**src/rtl/algo_2rw_rsp_track_if.sv**
```systemverilog
// Two-port memory read-response bundle: command/response strobes from the memory side
// and the tagged responses, sticky error flags and counters produced by the tracker.
interface algo_2rw_rsp_track_if #(
    parameter int WIDTH   = 32,
    parameter int BITADDR = 13,
    parameter int BITPADR = 15,
    parameter int CNTW    = 16
);
    logic                   ready;
    logic [1:0]             rw_read;
    logic [1:0]             rw_write;
    logic [2*BITADDR-1:0]   rw_addr;
    logic [1:0]             rw_vld;
    logic [1:0]             rw_serr;
    logic [1:0]             rw_derr;
    logic [2*WIDTH-1:0]     rw_dout;
    logic [2*BITPADR-1:0]   rw_padr;
    logic                   clr;

    logic [1:0]             out_vld;
    logic [2*BITADDR-1:0]   out_addr;
    logic [2*WIDTH-1:0]     out_dout;
    logic [2*BITPADR-1:0]   out_padr;
    logic [1:0]             out_serr;
    logic [1:0]             out_derr;
    logic [1:0]             err_cmd;
    logic [1:0]             err_miss;
    logic [1:0]             err_unexp;
    logic [2*CNTW-1:0]      serr_cnt;
    logic [2*CNTW-1:0]      derr_cnt;
    logic                   busy;

    modport master (
        output ready, rw_read, rw_write, rw_addr, rw_vld, rw_serr, rw_derr,
               rw_dout, rw_padr, clr,
        input  out_vld, out_addr, out_dout, out_padr, out_serr, out_derr,
               err_cmd, err_miss, err_unexp, serr_cnt, derr_cnt, busy
    );

    modport slave (
        input  ready, rw_read, rw_write, rw_addr, rw_vld, rw_serr, rw_derr,
               rw_dout, rw_padr, clr,
        output out_vld, out_addr, out_dout, out_padr, out_serr, out_derr,
               err_cmd, err_miss, err_unexp, serr_cnt, derr_cnt, busy
    );
endinterface

```
**src/rtl/algo_2rw_rsp_track.sv**
```systemverilog
// Tracks reads on a two-port memory with fixed read latency: tags each response with its
// request address and flags missing, unexpected and illegal commands per port.
module algo_2rw_rsp_track #(
    parameter int WIDTH      = 32,
    parameter int BITADDR    = 13,
    parameter int BITPADR    = 15,
    parameter int READ_DELAY = 3,
    parameter int CNTW       = 16
) (
    input logic                 clk,
    input logic                 rst,
    algo_2rw_rsp_track_if.slave bus
);

    logic [1:0] portBusy;

    for (genvar p = 0; p < 2; p++) begin : gPort
        logic [READ_DELAY-1:0] pipeValid;
        logic [BITADDR-1:0]    pipeAddr [READ_DELAY];
        logic                  acceptRead;
        logic                  badCmd;
        logic                  tailValid;
        logic                  rspVld;
        logic                  matchRsp;
        logic                  outVld;
        logic [BITADDR-1:0]    outAddr;
        logic [WIDTH-1:0]      outDout;
        logic [BITPADR-1:0]    outPadr;
        logic                  outSerr;
        logic                  outDerr;
        logic                  errCmd;
        logic                  errMiss;
        logic                  errUnexp;
        logic [CNTW-1:0]       serrCnt;
        logic [CNTW-1:0]       derrCnt;

        assign acceptRead = bus.ready & bus.rw_read[p] & ~bus.rw_write[p];
        assign badCmd     = bus.ready & bus.rw_read[p] & bus.rw_write[p];
        assign tailValid  = pipeValid[READ_DELAY-1];
        assign rspVld     = bus.rw_vld[p];
        assign matchRsp   = tailValid & rspVld;

        // Stage 0 holds the read accepted on the previous edge; the last stage is due now.
        always_ff @(posedge clk or negedge rst) begin
            if (!rst) begin
                pipeValid <= '0;
                for (int i = 0; i < READ_DELAY; i++) pipeAddr[i] <= '0;
            end else begin
                pipeValid[0] <= acceptRead;
                pipeAddr[0]  <= bus.rw_addr[p*BITADDR +: BITADDR];
                for (int i = 1; i < READ_DELAY; i++) begin
                    pipeValid[i] <= pipeValid[i-1];
                    pipeAddr[i]  <= pipeAddr[i-1];
                end
            end
        end

        always_ff @(posedge clk or negedge rst) begin
            if (!rst) begin
                outVld  <= 1'b0;
                outAddr <= '0;
                outDout <= '0;
                outPadr <= '0;
                outSerr <= 1'b0;
                outDerr <= 1'b0;
            end else begin
                outVld <= matchRsp;
                if (matchRsp) begin
                    outAddr <= pipeAddr[READ_DELAY-1];
                    outDout <= bus.rw_dout[p*WIDTH +: WIDTH];
                    outPadr <= bus.rw_padr[p*BITPADR +: BITPADR];
                    outSerr <= bus.rw_serr[p];
                    outDerr <= bus.rw_derr[p];
                end
            end
        end

        // A clear in the same cycle overrides any flag set or counter increment.
        always_ff @(posedge clk or negedge rst) begin
            if (!rst) begin
                errCmd   <= 1'b0;
                errMiss  <= 1'b0;
                errUnexp <= 1'b0;
                serrCnt  <= '0;
                derrCnt  <= '0;
            end else if (bus.clr) begin
                errCmd   <= 1'b0;
                errMiss  <= 1'b0;
                errUnexp <= 1'b0;
                serrCnt  <= '0;
                derrCnt  <= '0;
            end else begin
                if (badCmd)                  errCmd   <= 1'b1;
                if (tailValid && !rspVld)    errMiss  <= 1'b1;
                if (rspVld && !tailValid)    errUnexp <= 1'b1;
                if (matchRsp && bus.rw_serr[p] && (serrCnt != {CNTW{1'b1}}))
                    serrCnt <= serrCnt + 1'b1;
                if (matchRsp && bus.rw_derr[p] && (derrCnt != {CNTW{1'b1}}))
                    derrCnt <= derrCnt + 1'b1;
            end
        end

        assign bus.out_vld[p]                       = outVld;
        assign bus.out_addr[p*BITADDR +: BITADDR]   = outAddr;
        assign bus.out_dout[p*WIDTH +: WIDTH]       = outDout;
        assign bus.out_padr[p*BITPADR +: BITPADR]   = outPadr;
        assign bus.out_serr[p]                      = outSerr;
        assign bus.out_derr[p]                      = outDerr;
        assign bus.err_cmd[p]                       = errCmd;
        assign bus.err_miss[p]                      = errMiss;
        assign bus.err_unexp[p]                     = errUnexp;
        assign bus.serr_cnt[p*CNTW +: CNTW]         = serrCnt;
        assign bus.derr_cnt[p*CNTW +: CNTW]         = derrCnt;
        assign portBusy[p]                          = |pipeValid;
    end

    assign bus.busy = |portBusy;

endmodule

```
**src/flat_wrapper.sv**
```systemverilog
// flat-port wrapper written by rule: the top's interface ports become plain ports
module algo_2rw_rsp_track_flat 
#(
    parameter int WIDTH      = 32,
    parameter int BITADDR    = 13,
    parameter int BITPADR    = 15,
    parameter int READ_DELAY = 3,
    parameter int CNTW       = 16
)
  (clk, rst, bus_ready, bus_rw_read, bus_rw_write, bus_rw_addr, bus_rw_vld, bus_rw_serr, bus_rw_derr, bus_rw_dout, bus_rw_padr, bus_clr, bus_out_vld, bus_out_addr, bus_out_dout, bus_out_padr, bus_out_serr, bus_out_derr, bus_err_cmd, bus_err_miss, bus_err_unexp, bus_serr_cnt, bus_derr_cnt, bus_busy);
  algo_2rw_rsp_track_if #(.WIDTH(WIDTH), .BITADDR(BITADDR), .BITPADR(BITPADR), .CNTW(CNTW)) bus_i ();
  input logic clk;
  input logic rst;
  input wire logic [$bits(bus_i.ready)-1:0] bus_ready;
  input wire logic [$bits(bus_i.rw_read)-1:0] bus_rw_read;
  input wire logic [$bits(bus_i.rw_write)-1:0] bus_rw_write;
  input wire logic [$bits(bus_i.rw_addr)-1:0] bus_rw_addr;
  input wire logic [$bits(bus_i.rw_vld)-1:0] bus_rw_vld;
  input wire logic [$bits(bus_i.rw_serr)-1:0] bus_rw_serr;
  input wire logic [$bits(bus_i.rw_derr)-1:0] bus_rw_derr;
  input wire logic [$bits(bus_i.rw_dout)-1:0] bus_rw_dout;
  input wire logic [$bits(bus_i.rw_padr)-1:0] bus_rw_padr;
  input wire logic [$bits(bus_i.clr)-1:0] bus_clr;
  output wire logic [$bits(bus_i.out_vld)-1:0] bus_out_vld;
  output wire logic [$bits(bus_i.out_addr)-1:0] bus_out_addr;
  output wire logic [$bits(bus_i.out_dout)-1:0] bus_out_dout;
  output wire logic [$bits(bus_i.out_padr)-1:0] bus_out_padr;
  output wire logic [$bits(bus_i.out_serr)-1:0] bus_out_serr;
  output wire logic [$bits(bus_i.out_derr)-1:0] bus_out_derr;
  output wire logic [$bits(bus_i.err_cmd)-1:0] bus_err_cmd;
  output wire logic [$bits(bus_i.err_miss)-1:0] bus_err_miss;
  output wire logic [$bits(bus_i.err_unexp)-1:0] bus_err_unexp;
  output wire logic [$bits(bus_i.serr_cnt)-1:0] bus_serr_cnt;
  output wire logic [$bits(bus_i.derr_cnt)-1:0] bus_derr_cnt;
  output wire logic [$bits(bus_i.busy)-1:0] bus_busy;
  assign bus_i.ready = bus_ready;
  assign bus_i.rw_read = bus_rw_read;
  assign bus_i.rw_write = bus_rw_write;
  assign bus_i.rw_addr = bus_rw_addr;
  assign bus_i.rw_vld = bus_rw_vld;
  assign bus_i.rw_serr = bus_rw_serr;
  assign bus_i.rw_derr = bus_rw_derr;
  assign bus_i.rw_dout = bus_rw_dout;
  assign bus_i.rw_padr = bus_rw_padr;
  assign bus_i.clr = bus_clr;
  assign bus_out_vld = bus_i.out_vld;
  assign bus_out_addr = bus_i.out_addr;
  assign bus_out_dout = bus_i.out_dout;
  assign bus_out_padr = bus_i.out_padr;
  assign bus_out_serr = bus_i.out_serr;
  assign bus_out_derr = bus_i.out_derr;
  assign bus_err_cmd = bus_i.err_cmd;
  assign bus_err_miss = bus_i.err_miss;
  assign bus_err_unexp = bus_i.err_unexp;
  assign bus_serr_cnt = bus_i.serr_cnt;
  assign bus_derr_cnt = bus_i.derr_cnt;
  assign bus_busy = bus_i.busy;
  algo_2rw_rsp_track #(.WIDTH(WIDTH), .BITADDR(BITADDR), .BITPADR(BITPADR), .READ_DELAY(READ_DELAY), .CNTW(CNTW)) u_core (.clk(clk), .rst(rst), .bus(bus_i));
endmodule
```
**config.mk**
```make
export PLATFORM = sky130hd
export DESIGN_NAME = algo_2rw_rsp_track_flat
export DESIGN_NICKNAME = d
export VERILOG_FILES = /design/src/rtl/algo_2rw_rsp_track_if.sv /design/src/rtl/algo_2rw_rsp_track.sv /design/src/flat_wrapper.sv
export SDC_FILE = /design/constraint.sdc
export NUM_CORES = 1
export LEC_CHECK = 0
export CAP_MARGIN = 10
export CORE_ASPECT_RATIO = 0.6
export CORE_MARGIN = 2
export CORE_UTILIZATION = 50
export CTS_CLUSTER_SIZE = 14
export DETAILED_ROUTE_END_ITERATION = 10
export PLACE_DENSITY = 0.87
export REMOVE_ABC_BUFFERS = 1
export SETUP_SLACK_MARGIN = 0.3
export SLEW_MARGIN = 25
export SYNTH_ARGS = -nofsm -noshare
export SYNTH_HDL_FRONTEND = slang
export SYNTH_SLANG_ARGS = --single-unit
```
**constraint.sdc**
```tcl
create_clock -name clk -period 4.48 [get_ports clk]
set_input_delay 1.12 -clock clk [delete_from_list [all_inputs] [get_ports clk]]
set_output_delay 1.12 -clock clk [all_outputs]
set_load 0.1 [all_outputs]
```
==> results.tsv <==
stage	metric	value	unit
critical_path	critical path buffer and inverter count	2	
synthesis	synth cell count leaders	280 x dfrtp_1, 212 x nand2_1, 60 x mux2_2, 47 x a21oi_1, 26 x clkbuf_1	
synthesis	post-synthesis sequential area ratio	0.658	
drt	post-route ant nets	0	
die	Initial Util	0.508	
die	Top Ports	331	
finish	fillers	1393	
status	status	completed	
synthesis	Yosys top cell area share	0.658	
finish	nets	1367	
critical_path	CP cell instances	inv_1 > nand3_1 > clkdlybuf4s50_1	
sta	Worst Max-Slew Pin Slew	1.08	ns
clock_tree	CTS tree	yes	
clock_tree	Root Driver	clkbuf_16	
finish	post-route cell area	15000	sq um
power	worst vdd ir	0.441	mV
die	Chip Height	117	microns
drt	total wire length	28400	microns
power	leakage dissipation	6.52	nW
critical_path	crit end category	output port	
synthesis	synthesis-stage register bit count	280	
drt	Pre-antenna DRT Iters	5	
synthesis	ys async rst share	1.00	
critical_path	critical path class	flip-flop to output port	
clock_tree	H-Tree Depth	1	
finish	layout cell share with drive strength beyond 1	0.0916	
place	routability cong.	0.895	
finish	Area growth syn-to-layout	40.5	%
synthesis	Post-Syn Area	10700	sq um
global_route	initial antenna violation count	1	
synthesis	synth top area cells	dfrtp_1 66%, nand2_1 7.5%, mux2_2 6.3%	
sta	RSZ-0062 raised after global routing	false	
synthesis	synthesized area per cell	11.7	sq um
sta	max-slew violation count	0	
synthesis	Post-synth EDFFs	0	
critical_path	startpoint types	flip-flop	
place	post-place instance area	14200	sq um
synthesis	Netlist cell types	48	
finish	register area	7010	sq um
clock_tree	PostCTS Resize Cnt	0	
drt	routed via count	8214	
global_route	first-pass GRT wire length	43800	microns
drt	Starting DRT DRC Count	555	
drt	Vias per Instance	5.39	
drt	Avg WL per Cell	18.6	microns
sta	Final Hold Viols	0	
synthesis	count leader, synth	dfrtp_1	
critical_path	Critical Path RT	3.36	ns
clock_tree	clk sinks	280	
die	total core area	21000	sq um
critical_path	Critical Path AT	2.42	ns
critical_path	Reg2Reg Setup Slack	2.30	ns
power	Pwr per Cell Area	514	nW/um^2
critical_path	slowest stage delay, CP	1.15	ns
sta	achievable frequency	283	MHz
global_route	GR Util All Layers	0.251	
clock_tree	Setup Buffers After CTS	0	
hold_path	HP Class	flip-flop to flip-flop	
sta	Rel. slew slack	0.279	
sta	TNS Setup	0	ns
finish	multi-input logic area	3380	sq um
sta	clock skew	0.00859	ns
die	Die Span X	192	microns
run	max-cap violation count	0	
clock_tree	Longest Clk Path Bufs	3	
die	FP Rows	41	
critical_path	Critical-path top delay cell	clkdlybuf4s50_1	
sta	final setup fails	0	
global_route	largest net degree at the start of global routing	102	
global_route	vias in the first global route	8092	
clock_tree	CTS Buf Count	25	
global_route	grt ovf	0	
drt	Post-route DRC	0	
synthesis	Primary FF master, synth	dfrtp_1	
synthesis	Synthesis Warnings	0	
sta	fin crit period	3.54	ns
sta	crit share post-route	0.789	
clock_tree	clock transition at the registers of the reported paths	0.06	ns
clock_tree	clk_lat worst skew	0.52	ns
critical_path	Crit path max-delay family	buffers and inverters	
place	hpwl dp	19700	microns
place	PortBufs	330	
critical_path	worst-path fanout max	6	
clock_tree	CTS Hold Bufs	0	
die	Die ar.	22500	sq um
synthesis	Synth area leader	dfrtp_1	
synthesis	Gate Count Post-Synth	908	
==> final timing paths <==
check,depth (start not counted),end,from
setup / recovery,3,bus_busy,u_core.gPort[0].pipeValid[2]
max in group asynchronous,2,u_core.gPort[0].pipeAddr[1],rst
min in group asynchronous,1,u_core.gPort[1].derrCnt[9],rst
hold / removal,0,u_core.gPort[0].pipeAddr[0],u_core.gPort[0].pipeAddr[13]
setup reg to reg,6,u_core.gPort[1].serrCnt[15],u_core.gPort[1].pipeValid[2]
hold reg to reg,0,u_core.gPort[0].pipeAddr[0],u_core.gPort[0].pipeAddr[13]
==> cells in the final DEF, fill, tap and decap left out, types with 2 or more instances in the layout <==
| cell | netlist | routed |
|---|---|---|
| or3_1 | 21 | 21 |
| or2_1 | 3 | 3 |
| o41ai_1 | 4 | 4 |
| nor2b_1 | 8 | 8 |
| and4_1 | 9 | 9 |
| nor2_1 | 23 | 23 |
| buf_4 | 12 | 9 |
| nor4b_1 | 2 | 2 |
| nor3_1 | 10 | 10 |
| xor2_1 | 2 | 2 |
| nand3_1 | 21 | 21 |
| mux2_2 | 60 | 60 |
| nor4_4 | 0 | 2 |
| and2_1 | 4 | 4 |
| clkbuf_16 | 0 | 25 |
| nor4_1 | 6 | 6 |
| clkbuf_1 | 26 | 8 |
| and3_1 | 8 | 8 |
| o21a_1 | 3 | 3 |
| nor3b_1 | 2 | 2 |
| clkbuf_8 | 0 | 5 |
| nand4_1 | 17 | 17 |
| inv_1 | 17 | 17 |
| o31ai_1 | 22 | 22 |
| o211a_1 | 2 | 2 |
| dfrtp_1 | 280 | 280 |
| a211oi_1 | 4 | 4 |
| nand2_2 | 0 | 2 |
| a31oi_1 | 6 | 6 |
| clkinv_2 | 0 | 2 |
| mux2_1 | 7 | 7 |
| o2111ai_1 | 2 | 2 |
| nand2_1 | 212 | 210 |
| ha_1 | 4 | 4 |
| or4_1 | 23 | 23 |
| a21oi_1 | 47 | 47 |
| mux2i_1 | 2 | 2 |
| o21ai_0 | 17 | 17 |
| clkdlybuf4s50_1 | 0 | 328 |
==> through the flow <==
step	std cells	worst slack [ns]	hold WS (ns)	util	total power [mW]
finish	1524	0.944	0.342	0.713	7.69
global route	1523	0.859	0.350	0.713	7.97
CTS	1523	0.912	0.341	0.713	7.75
detailed placement	1481	1.05	0.335	0.676	5.68
global placement	1481	1.17	0.331	0.676	5.63
floorplan	862	0.384	0.331	-	4.90
==> logic make-up (layout without fill, tap and decap cells) <==
kind of cell,count (synthesis),after routing,synth area share
xor gates and xnor gates,2,2,0.00164
and+or+nand+nor,375,375,0.169
buffers and inverters,64,400,0.0272
DFF,280,280,0.658
AOI/OAI and AO/OA,114,114,0.0673
adders and majority gates,4,4,0.00470
other,0,1,0
muxes,69,69,0.0727
==> final cells by class <==
class                           instances  area share
Antenna cell                            1    0.000167
Clock buffer                           38      0.0484
Clock inverter                          4     0.00326
Inverter                               18     0.00451
Multi-Input combinational cell        564       0.226
Sequential cell                       280       0.468
Tap cell                              279      0.0233
Timing Repair Buffer                  340       0.227
==> state kept, by name (all words and copies together), names as in the netlist, 6 cells and up <==
signal / count
u_core.gPort.derrCnt: 32
u_core.gPort.outDout: 64
u_core.gPort.outPadr: 30
u_core.gPort.pipeAddr: 78
u_core.gPort.pipeValid: 6
u_core.gPort.serrCnt: 32
u_core.gPort.outAddr: 26
==> routing by layer <==
| metal | GRT usage | vias to the layer above | routed length, microns |
|---|---|---|---|
| li1 | - | 3794 | - |
| met1 | 0.330 | 4075 | 11700 |
| met2 | 0.428 | 301 | 13900 |
| met3 | 0.0611 | 44 | 2210 |
| met4 | 0.0565 | 0 | 552 |
| met5 | 0 | - | 0 |
==> where the power goes <==
group          total (mW)  switching [mW]  internal, mW
Clock                2.05           0.885          1.17
Combinational        2.70            2.08         0.620
Sequential           2.94           0.143          2.80
Power figures use the tool's default switching activity.
==> edit (same settings) <==
`CNTW` is set to 16 in 3 places; all go to 8.
--- a/src/rtl/algo_2rw_rsp_track_if.sv
+++ b/src/rtl/algo_2rw_rsp_track_if.sv
@@ -6,3 +6,3 @@
     parameter int BITPADR = 15,
-    parameter int CNTW    = 16
+    parameter int CNTW    = 8
 );
--- a/src/rtl/algo_2rw_rsp_track.sv
+++ b/src/rtl/algo_2rw_rsp_track.sv
@@ -7,3 +7,3 @@
     parameter int READ_DELAY = 3,
-    parameter int CNTW       = 16
+    parameter int CNTW       = 8
 ) (
--- a/src/flat_wrapper.sv
+++ b/src/flat_wrapper.sv
@@ -7,3 +7,3 @@
     parameter int READ_DELAY = 3,
-    parameter int CNTW       = 16
+    parameter int CNTW       = 8
 )
Interface: changed (resized bus_derr_cnt and bus_serr_cnt); port bits go from 331 to 299. The function was not compared with the original's and may differ.
==> edit against the unedited design <==
- sequential share of layout area rose by 1.8 points
- area after synthesis shrank 17%
- global-route usage is 2.5 points lower
- design area is 15% lower
- wire length shrank 27%
- total power down 2.4%
- worst setup slack improved by 0.083 ns
- maximum frequency grew 2.4%
- sequential cell count shrank 32
- critical path depth unchanged
- worst hold slack improved by 0.0012 ns
- synthesized cell count shrank 38%
==> edit: results <==
[global_routing]
grtUsageTotal = 0.226
grt_pass1_wl_um = 33000
grt_max_degree = 110
grt_pass1_vias = 6002

[cells_and_area]
drive_gt1_frac = 0.197
top_regs = u_core.gPort.pipeAddr (78), u_core.gPort.outDout (64), u_core.gPort.outPadr (30)
fin_nets = 999

[drt]
firstDrtPassIters = 4
drt_first_iter_violations = 231
wire_per_inst_um = 18.7
vias = 5497

[run_status]
status = completed

[synth]
ys_seq_area_frac = 0.704
synth_common_cells = 248 x dfrtp_1, 120 x mux2_2, 40 x nor2_1
yosys.area_share.xor_xnor = 0.0209
synth_compound_area_frac = 0.0226
synthDistinctLibCells = 36
muxShareOfSynthArea = 0.166
synth_adder_area_share = 0.00568
yosys-top-cells-area = dfrtp_1 70%, mux2_2 15%, xor2_1 1.9%

[pwr]
leakage_nw = 5.67
vdd_drop_max_mv = 0.599

[worst_setup_path]
crit_path_max_incr_delay_ns = 1.00
crit_path_max_fanout = 2
reg2reg_depth = 3
crit_start = u_core.gPort[1].pipeValid[0]
r2r_setup_slack_ns = 2.74
crit_path_end = bus_busy
r2r_end = u_core.gPort[0].outDout[5]
rr_startpoint = u_core.gPort[0].pipeValid[2]
worstPathArrival_ns = 2.33

[sta]
skew_ns = 0.0113
max_slew_margin = 0.277

[cts]
clkLatencyLatePin_ns = 0.50
cts-buffers-inserted = 23

[place]
gp_congestion = 0.843
portBuffers = 298
[edit: power by group]
part | internal [mW] | total (mW) | switching, mW | leakage [nW]
clock network | 1.15 | 1.95 | 0.795 | 0.368
registers | 2.53 | 2.68 | 0.149 | 3.03
logic | 0.700 | 2.88 | 2.18 | 2.27
[edit: critical path: cells and delay by family, from the launching register on]
kind	cells	cell delay (ns)
simple gates	2	0.44
flops	1	0.39
buf+inv	1	1.00
[edit: through the flow]
| stage | area (um^2) | setup slack (ns) | hold WS [ns] | cells |
|---|---|---|---|---|
| 2_1_floorplan | 8630 | 1.98 | 0.331 | 531 |
| 3_5_place_dp | 12000 | 1.53 | 0.335 | 1070 |
| 3_3_place_gp | 12000 | 1.58 | 0.331 | 1070 |
| 6_report | 12800 | 1.03 | 0.343 | 1109 |
| 5_1_grt | 12800 | 0.944 | 0.351 | 1109 |
| 4_1_cts | 12800 | 0.988 | 0.346 | 1108 |
[edit: final cells by class]
cell class / count / share of cell area
Antenna cell: 1 / 0.000196
Timing Repair Buffer: 305 / 0.241
Tap cell: 234 / 0.0230
Inverter: 6 / 0.00177
Clock buffer: 33 / 0.0528
Sequential cell: 248 / 0.487
Multi-Input combinational cell: 277 / 0.188
Clock inverter: 5 / 0.00638
[edit: cell families after synthesis]
| group | after synthesis |
|---|---|
| AOI/OAI and AO/OA | 29 |
| DFF | 248 |
| muxes | 131 |
| and+or+nand+nor | 92 |
| adders and majority gates | 4 |
| xor gates and xnor gates | 21 |
| buffers and inverters | 38 |
[edit: routing by layer]
| layer | vias up | global-route usage | routed length, um |
|---|---|---|---|
| li1 | 2528 | - | - |
| met1 | 2774 | 0.300 | 8670 |
| met4 | 0 | 0.0437 | 272 |
| met2 | 172 | 0.384 | 10300 |
| met3 | 23 | 0.0571 | 1420 |
| met5 | - | 0 | 0 |
